==> src/rtl/spi_pkg.sv <==
// Shared SPI definitions: master FSM states and the link mode constants
// common to the master and the FPGA slave.
package spi_pkg;

  typedef enum logic [2:0] {
    IDLE  = 3'd0,
    SETUP = 3'd1,
    HIGH  = 3'd2,
    LOW   = 3'd3,
    HOLD  = 3'd4,
    GAP   = 3'd5
  } spi_state_t;

  localparam logic CPOL      = 1'b0;
  localparam logic CPHA      = 1'b0;
  localparam logic LSB_FIRST = 1'b1;

endpackage

==> src/rtl/spi_clk_div.sv <==
// Half-period tick generator: tick_c_o is high on the last of every
// HALF_DIV cycles; restart_i zeroes the count on the next edge.
module spi_clk_div #(
  parameter int unsigned HALF_DIV = 2
) (
  input  logic clk,
  input  logic rstn,
  input  logic restart_i,
  output logic tick_c_o
);

  localparam int unsigned CW = (HALF_DIV > 1) ? $clog2(HALF_DIV) : 1;
  localparam logic [CW-1:0] LAST = CW'(HALF_DIV - 1);

  logic [CW-1:0] cnt_q, cnt_d;

  assign tick_c_o = (cnt_q == LAST);

  always_comb begin
    cnt_d = cnt_q + CW'(1);
    if (restart_i || tick_c_o) begin
      cnt_d = '0;
    end
  end

  always_ff @(posedge clk or negedge rstn) begin
    if (!rstn) begin
      cnt_q <= '0;
    end else begin
      cnt_q <= cnt_d;
    end
  end

endmodule

==> src/rtl/spi_master.sv <==
// Mode-0 SPI initiator: shifts one WIDTH-bit word out on mosi (LSB first)
// under an active-low chip select while capturing a word from miso.
module spi_master
  import spi_pkg::*;
#(
  parameter int unsigned WIDTH    = 8,
  parameter int unsigned HALF_DIV = 2
) (
  input  logic             clk,
  input  logic             rstn,
  input  logic [WIDTH-1:0] tx_data,
  input  logic             tx_valid,
  output logic             tx_ready,
  output logic [WIDTH-1:0] rx_data,
  output logic             rx_valid,
  output logic             sclk,
  output logic             mosi,
  input  logic             miso,
  output logic             csel
);

  localparam int unsigned CNT_W = $clog2(WIDTH);
  localparam logic [CNT_W-1:0] LAST_BIT = CNT_W'(WIDTH - 1);

  spi_state_t       state_q, state_d;
  logic [WIDTH-1:0] tx_sh_q, tx_sh_d;
  logic [WIDTH-1:0] rx_sh_q, rx_sh_d;
  logic [WIDTH-1:0] rx_data_q, rx_data_d;
  logic [CNT_W-1:0] bit_cnt_q, bit_cnt_d;
  logic             sclk_q, sclk_d;
  logic             csel_q, csel_d;
  logic             mosi_q, mosi_d;
  logic             rx_valid_q, rx_valid_d;
  logic             tick_c;
  logic             restart_c;

  // Divider restarts whenever the state changes and is held while idle.
  assign restart_c = (state_d != state_q) || (state_q == IDLE);

  spi_clk_div #(
    .HALF_DIV (HALF_DIV)
  ) u_clk_div (
    .clk       (clk),
    .rstn      (rstn),
    .restart_i (restart_c),
    .tick_c_o  (tick_c)
  );

  always_comb begin
    state_d    = state_q;
    tx_sh_d    = tx_sh_q;
    rx_sh_d    = rx_sh_q;
    rx_data_d  = rx_data_q;
    bit_cnt_d  = bit_cnt_q;
    sclk_d     = sclk_q;
    csel_d     = csel_q;
    mosi_d     = mosi_q;
    rx_valid_d = 1'b0;

    case (state_q)
      IDLE: begin
        if (tx_valid) begin
          tx_sh_d   = tx_data;
          bit_cnt_d = '0;
          csel_d    = 1'b0;
          mosi_d    = tx_data[0];
          state_d   = SETUP;
        end
      end
      SETUP, LOW: begin
        if (tick_c) begin
          sclk_d             = ~CPOL;
          rx_sh_d[bit_cnt_q] = miso;
          state_d            = HIGH;
        end
      end
      HIGH: begin
        if (tick_c) begin
          sclk_d = CPOL;
          if (bit_cnt_q == LAST_BIT) begin
            state_d = HOLD;
          end else begin
            // Next bit goes out with the falling edge so it settles before the rise.
            bit_cnt_d = bit_cnt_q + CNT_W'(1);
            tx_sh_d   = tx_sh_q >> 1;
            mosi_d    = tx_sh_q[1];
            state_d   = LOW;
          end
        end
      end
      HOLD: begin
        if (tick_c) begin
          csel_d     = 1'b1;
          mosi_d     = 1'b0;
          rx_data_d  = rx_sh_q;
          rx_valid_d = 1'b1;
          state_d    = GAP;
        end
      end
      GAP: begin
        if (tick_c) begin
          state_d = IDLE;
        end
      end
      default: state_d = IDLE;
    endcase
  end

  always_ff @(posedge clk or negedge rstn) begin
    if (!rstn) begin
      state_q <= IDLE;
    end else begin
      state_q <= state_d;
    end
  end

  always_ff @(posedge clk or negedge rstn) begin
    if (!rstn) begin
      tx_sh_q    <= '0;
      rx_sh_q    <= '0;
      rx_data_q  <= '0;
      bit_cnt_q  <= '0;
      sclk_q     <= CPOL;
      csel_q     <= 1'b1;
      mosi_q     <= 1'b0;
      rx_valid_q <= 1'b0;
    end else begin
      tx_sh_q    <= tx_sh_d;
      rx_sh_q    <= rx_sh_d;
      rx_data_q  <= rx_data_d;
      bit_cnt_q  <= bit_cnt_d;
      sclk_q     <= sclk_d;
      csel_q     <= csel_d;
      mosi_q     <= mosi_d;
      rx_valid_q <= rx_valid_d;
    end
  end

  assign tx_ready = (state_q == IDLE);
  assign rx_data  = rx_data_q;
  assign rx_valid = rx_valid_q;
  assign sclk     = sclk_q;
  assign csel     = csel_q;
  assign mosi     = mosi_q;

endmodule

==> config.mk <==
export PLATFORM = sky130hd
export DESIGN_NAME = spi_master
export DESIGN_NICKNAME = d
export VERILOG_FILES = /design/src/rtl/spi_pkg.sv /design/src/rtl/spi_clk_div.sv /design/src/rtl/spi_master.sv
export SDC_FILE = /design/constraint.sdc
export NUM_CORES = 1
export LEC_CHECK = 0
export BUFFER_PORTS_ARGS = -buffer_cell sky130_fd_sc_hd__buf_2
export CELL_PAD_IN_SITES_DETAIL_PLACEMENT = 2
export CELL_PAD_IN_SITES_GLOBAL_PLACEMENT = 2
export CORE_MARGIN = 2
export CORE_UTILIZATION = 33
export DETAILED_ROUTE_END_ITERATION = 10
export PLACE_DENSITY_LB_ADDON = 0.15
export SLEW_MARGIN = 20
export SYNTH_ARGS = -nofsm -noshare
export SYNTH_HDL_FRONTEND = slang
export SYNTH_SLANG_ARGS = --single-unit
==> constraint.sdc <==
create_clock -name clk -period 1.78 [get_ports clk]
set_clock_uncertainty 0.15 [all_clocks]
set_input_delay 0.089 -clock clk [delete_from_list [all_inputs] [get_ports clk]]
set_output_delay 0.089 -clock clk [all_outputs]
set_load 0.01 [all_outputs]
* Word-level counts from Yosys, hierarchy flattened
Index checks and enable logic that the tools add are counted.
Word-level totals: bits in registers 35, output and inout bits 13
Operators by class: equal/unequal tests 12, add/subtract/negate cells 2, reductions and logical operators 15, mux-type cells 30, magnitude comparators 2
Operators by type and width (count):
- 2-to-1 mux 3 bit | 9
- 2-to-1 mux 8 bit | 3
- case mux 8 bit (2 select lines) | 1
- case mux 3 bit (5 select lines) | 1
- 2-to-1 mux 1 bit | 10
- equality test 3 bit (second input constant) | 3
- bitwise mux 8 bit | 1
- equality test 3 x 2 -> 1 bit (second input constant) | 2
- != test 2 x 1 -> 1 bit (second input constant) | 3
- case mux 3 bit (2 select lines) | 1
- AND reduction 3 bit | 2
- nonzero test 2 bit | 3
- AND reduction 5 bit | 1
- less-than comparator 3 x 4 -> 1 bit (second input constant) | 1
- != test 2 bit (second input constant) | 2
- case mux 1 bit (2 select lines) | 2
- AND reduction 2 bit | 2
- AND reduction 4 bit | 1
- adder 3 x 1 -> 3 bit (second input constant) | 1
- demux 1 bit (select 3 bit) | 1
- equality test 3 x 1 -> 1 bit (second input constant) | 1
- >= comparator 3 x 1 -> 1 bit (second input constant) | 1
- logical NOT 3 bit | 1
- != test 3 bit | 1
- other kinds (6) | 7

* Logic depth before layout (Yosys ltp)
word-level depth 8, mapped depth 7, gate-level depth less buffers 6

* By module
From an unflattened synthesis, not the netlist that was laid out.
Unflattened totals: cell total of the unflattened synthesis 139, area, all modules 1660.3 um^2
Modules (own cells, without submodules):
- spi_master | instances 1, area an instance 1631.6 um^2, cells an instance 137, sequential area each 827.0 um^2
- spi_clk_div | instances 1, area an instance 28.8 um^2, cells an instance 2, sequential area each 25.0 um^2

* Worst setup path after synthesis
OpenSTA, ideal clock, no wires.
path type register -> register, from register bit_cnt_q[0], to register mosi_q (netlist: mosi), path slack -79 ps, stages on the path, launching flop included 7, arrival time 1582 ps, buffers on the path 0, cells stage by stage dfrtp_1 ha_1 ha_1 and3b_1 and2_1 nor3_1 mux2_1
On the way: word-level cells in the longest chain between the ends 3
Ends and longest elaborated chain:
- from (decl) | RTL line spi_master.sv:29 | logic [CNT_W-1:0] bit_cnt_q, bit_cnt_d;
- from (signal assigned) | RTL line spi_master.sv:131 | bit_cnt_q <= bit_cnt_d;
- equality test 3 bit | RTL line spi_master.sv:80 | if (bit_cnt_q == LAST_BIT) begin
- != test 2 bit (no source line)
- AND reduction 5 bit (no source line)
- to (signal assigned) | RTL line spi_master.sv:134 | mosi_q <= mosi_d;
- to (decl) | RTL line spi_master.sv:32 | logic mosi_q, mosi_d;
Every way passes these cells. A chain may end at the register's enable or synchronous reset.

* Worst setup path in the final report
Same ends and word-level chain as after synthesis.

==> flow_metrics.tcl <==
set metrics [dict create \
    finalMaxSlewViolations 0 \
    post-route-min-period_ns 1.73 \
    routed_wl_mm 3.58 \
    via_per_inst 4.99 \
    grt_pass1_vias 1318 \
    wire_per_inst_um 15.6 \
    ys_top_cells_by_area "dfrtp_1 53%, mux2_1 12%, mux2i_1 4.5%" \
    clockBufferDepth 2 \
    synth_ff_type "dfrtp_1" \
    ir_drop_uv 493 \
    vias 1143 \
    start_util 0.349 \
    final_cells 229 \
    netlist_instances 133 \
    tritoncts "done" \
    async_flop_share 1.00 \
    cts_buffers 5 \
    path_cells "ha_2 > ha_4 > and3b_2 > and2_4 > nor3_4 > mux2_4" \
    die_area_um2 5270 \
    cts.sinks 34 \
    status "complete, no violations" \
    finalHoldViolations 0 \
    synth_common_cells "33 x dfrtp_1, 17 x mux2_1, 14 x nand2_1, 7 x mux2i_1, 7 x o21ai_1" \
    grt_setup_unrepaired "yes" \
    grt_use_total 0.163 \
    cap_viol_max_count 0 \
    fin_crit_sh 0.972 \
    cp-endpoint "mosi" \
    drtIter0Drc 70 \
    powerDensity_nw_per_um2 1600 \
    synth_top_cell_area_share 0.532 \
    drc 0 \
    fp.dieH_um 72.6 \
    r2r_cells 6 \
    grt_pass1_wl_mm 6.49 \
    area_delta_synth_final_pct 31.1 \
    arrival_ns 1.76 \
    path_buf_inv 0 \
    critPathRequiredTime_ns 1.81 \
    r2r-start "bit_cnt_q[0]" \
    antenna_cells 0 \
    placed_cell_area_um2 1790 \
    fp-row-count 24 \
    critical_path_depth 6 \
    synth_top_cell_by_area "dfrtp_1" \
    synth.avg_cell_area_um2 11.7 \
    p_leak_nw 0.979 \
    clk_pin_slew_ns 0.07 \
    die_w_um 72.6 \
    antenna_found_initial 0 \
    layout-drive-gt1-share 0.322 \
    grt_overflow_total 0 \
    fin_tns_setup_ns 0 \
    portBuffers 24 \
    power.total_mw 3.27 \
    synth_warnings 0 \
    ctsHtreeMaxLevel 2 \
    synth_edf_count 0 \
    io_pins 25 \
    cpMaxStageDelayCell "dfrtp_1" \
    fin_nets 190 \
    ys_seq_elements 34 \
    seq_area_frac_synth 0.549 \
    synth_fp_nets 147 \
    dpl.cell_count 209 \
    reg2reg_to "mosi" \
    root_buffer "clkbuf_8" \
    dr.pass1.iters 2 \
    startpoint_type "register" \
    synth_cell_types 32 \
    grt_max_degree 35 \
    synth_area_um2 1550 \
    fillers 496 \
    clock.fmax_mhz 578 \
    place_congestion 0.742 \
    cpPeakStageDelay_ns 0.35 \
    cp-end-kind "register" \
    final_cell_area_um2 2040 \
    post-dp-hpwl_mm 2.51 \
    yosysMostFrequentCell "dfrtp_1" \
    clkLatencyLatePin_ns 0.29 \
    hp-class "input pin to register" \
    slew_headroom 0.492 \
    critical_path_class "register to register" \
    core_um2 4440 \
    ff2ff_setup_slack_ns 0.05 \
    cp-startpoint "bit_cnt_q[0]" \
    ant_nets 0 \
    worst_pin_slew_ns 0.763 \
    report.final.setup_viol 0 \
    path_delay_family "simple AND/OR/NAND/NOR gates" \
    path_max_fanout 2 \
]
## layout by cell type (no fill, tap or decap), types with 3 or more instances in the layout
master,synthesis,final
a21oi_1,3,3
buf_2,4,24
buf_4,2,10
clkbuf_8,0,5
dfrtp_1,33,32
dlygate4sd3_1,0,9
mux2_1,17,16
mux2i_1,7,7
nand2_1,14,14
nand3_1,4,4
nand3b_1,3,3
nor2_1,5,5
o21ai_0,3,3
o21ai_1,7,7
## per-stage QoR
stage	hold slack [ns]	util	worst slack, ns
global placement	0.0493	0.404	0.0436
CTS	0.0330	0.451	0.0186
finish	0.0530	0.458	0.0501
global route	0.0778	0.458	-0.0277
floorplan	-0.357	-	0.0144
detailed placement	0.0597	0.404	-0.0163
## worst min path at each step
stage	to	slack (ns)	cells after the start	startpoint
after floorplan	bit_cnt_q[0]	-0.36	0	rstn
after global placement	tx_sh_q[2]	0.05	1	rstn
after detailed placement	tx_sh_q[2]	0.06	1	rstn
after CTS	mosi	0.03	4	tx_data[0]
after global routing	mosi	0.08	4	tx_data[0]
final	mosi	0.05	4	tx_data[0]
## registers in the layout (all words and copies together) (netlist names)
register            flops
csel                    1
state_q                 3
bit_cnt_q               3
sclk                    1
tx_sh_q                 7
rx_sh_q                 8
rx_valid                1
u_clk_div.tick_c_o      1
mosi                    1
rx_data                 8
## metal layers
| metal | wire [µm] | share of wire | global-route usage | vias to the layer above |
|---|---|---|---|---|
| met5 | 0 | 0 | 0 | - |
| met4 | 60 | 0.017 | 0.0679 | 0 |
| met3 | 121 | 0.034 | 0.0331 | 7 |
| met2 | 1820 | 0.51 | 0.275 | 18 |
| met1 | 1580 | 0.44 | 0.202 | 572 |
| li1 | - | - | - | 546 |
## repair_timing
| action | CTS | global route |
|---|---|---|
| hold endpoints to repair | 48 | 0 |
| setup endpoints to repair | 1 | 12 |
| gates resized for setup | 0 | 6 |
| hold buffers | 9 | 0 |
| buffers inserted | 2 | 1 |
| pin swaps | 0 | 0 |
## worst reg2reg max path, stage by stage, from the launching register on
cell     delay, ns
dfrtp_1       0.35
ha_2          0.19
ha_4          0.13
and3b_2       0.21
and2_4        0.17
nor3_4        0.12
mux2_4        0.31
## power by group
group	switching (mW)	internal, mW	total [mW]
Combinational	0.654	0.688	1.34
Sequential	0.185	1.05	1.23
Clock	0.272	0.419	0.690
Total	1.11	2.15	3.27
## area by class of cell
cell class	instances	area, µm²	area share
Sequential cell	34	853	0.419
Multi-Input combinational cell	88	687	0.337
Timing Repair Buffer	45	317	0.156
Clock buffer	7	76.3	0.0375
Tap cell	52	65.1	0.0320
Clock inverter	1	30.0	0.0148
Inverter	2	7.51	0.00369
## logic make-up (layout without fill, tap and decap cells)
family | Yosys count | in the layout | share of synthesized area
AND/OR/NAND/NOR | 40 | 40 | 0.139
flip-flops | 34 | 34 | 0.549
multiplexers | 26 | 26 | 0.183
AO/OA/AOI/OAI | 20 | 20 | 0.0790
buffers and inverters | 11 | 55 | 0.0346
adder cells (fa/ha/maj) | 2 | 2 | 0.0161
(Power assumes the default switching activity.)
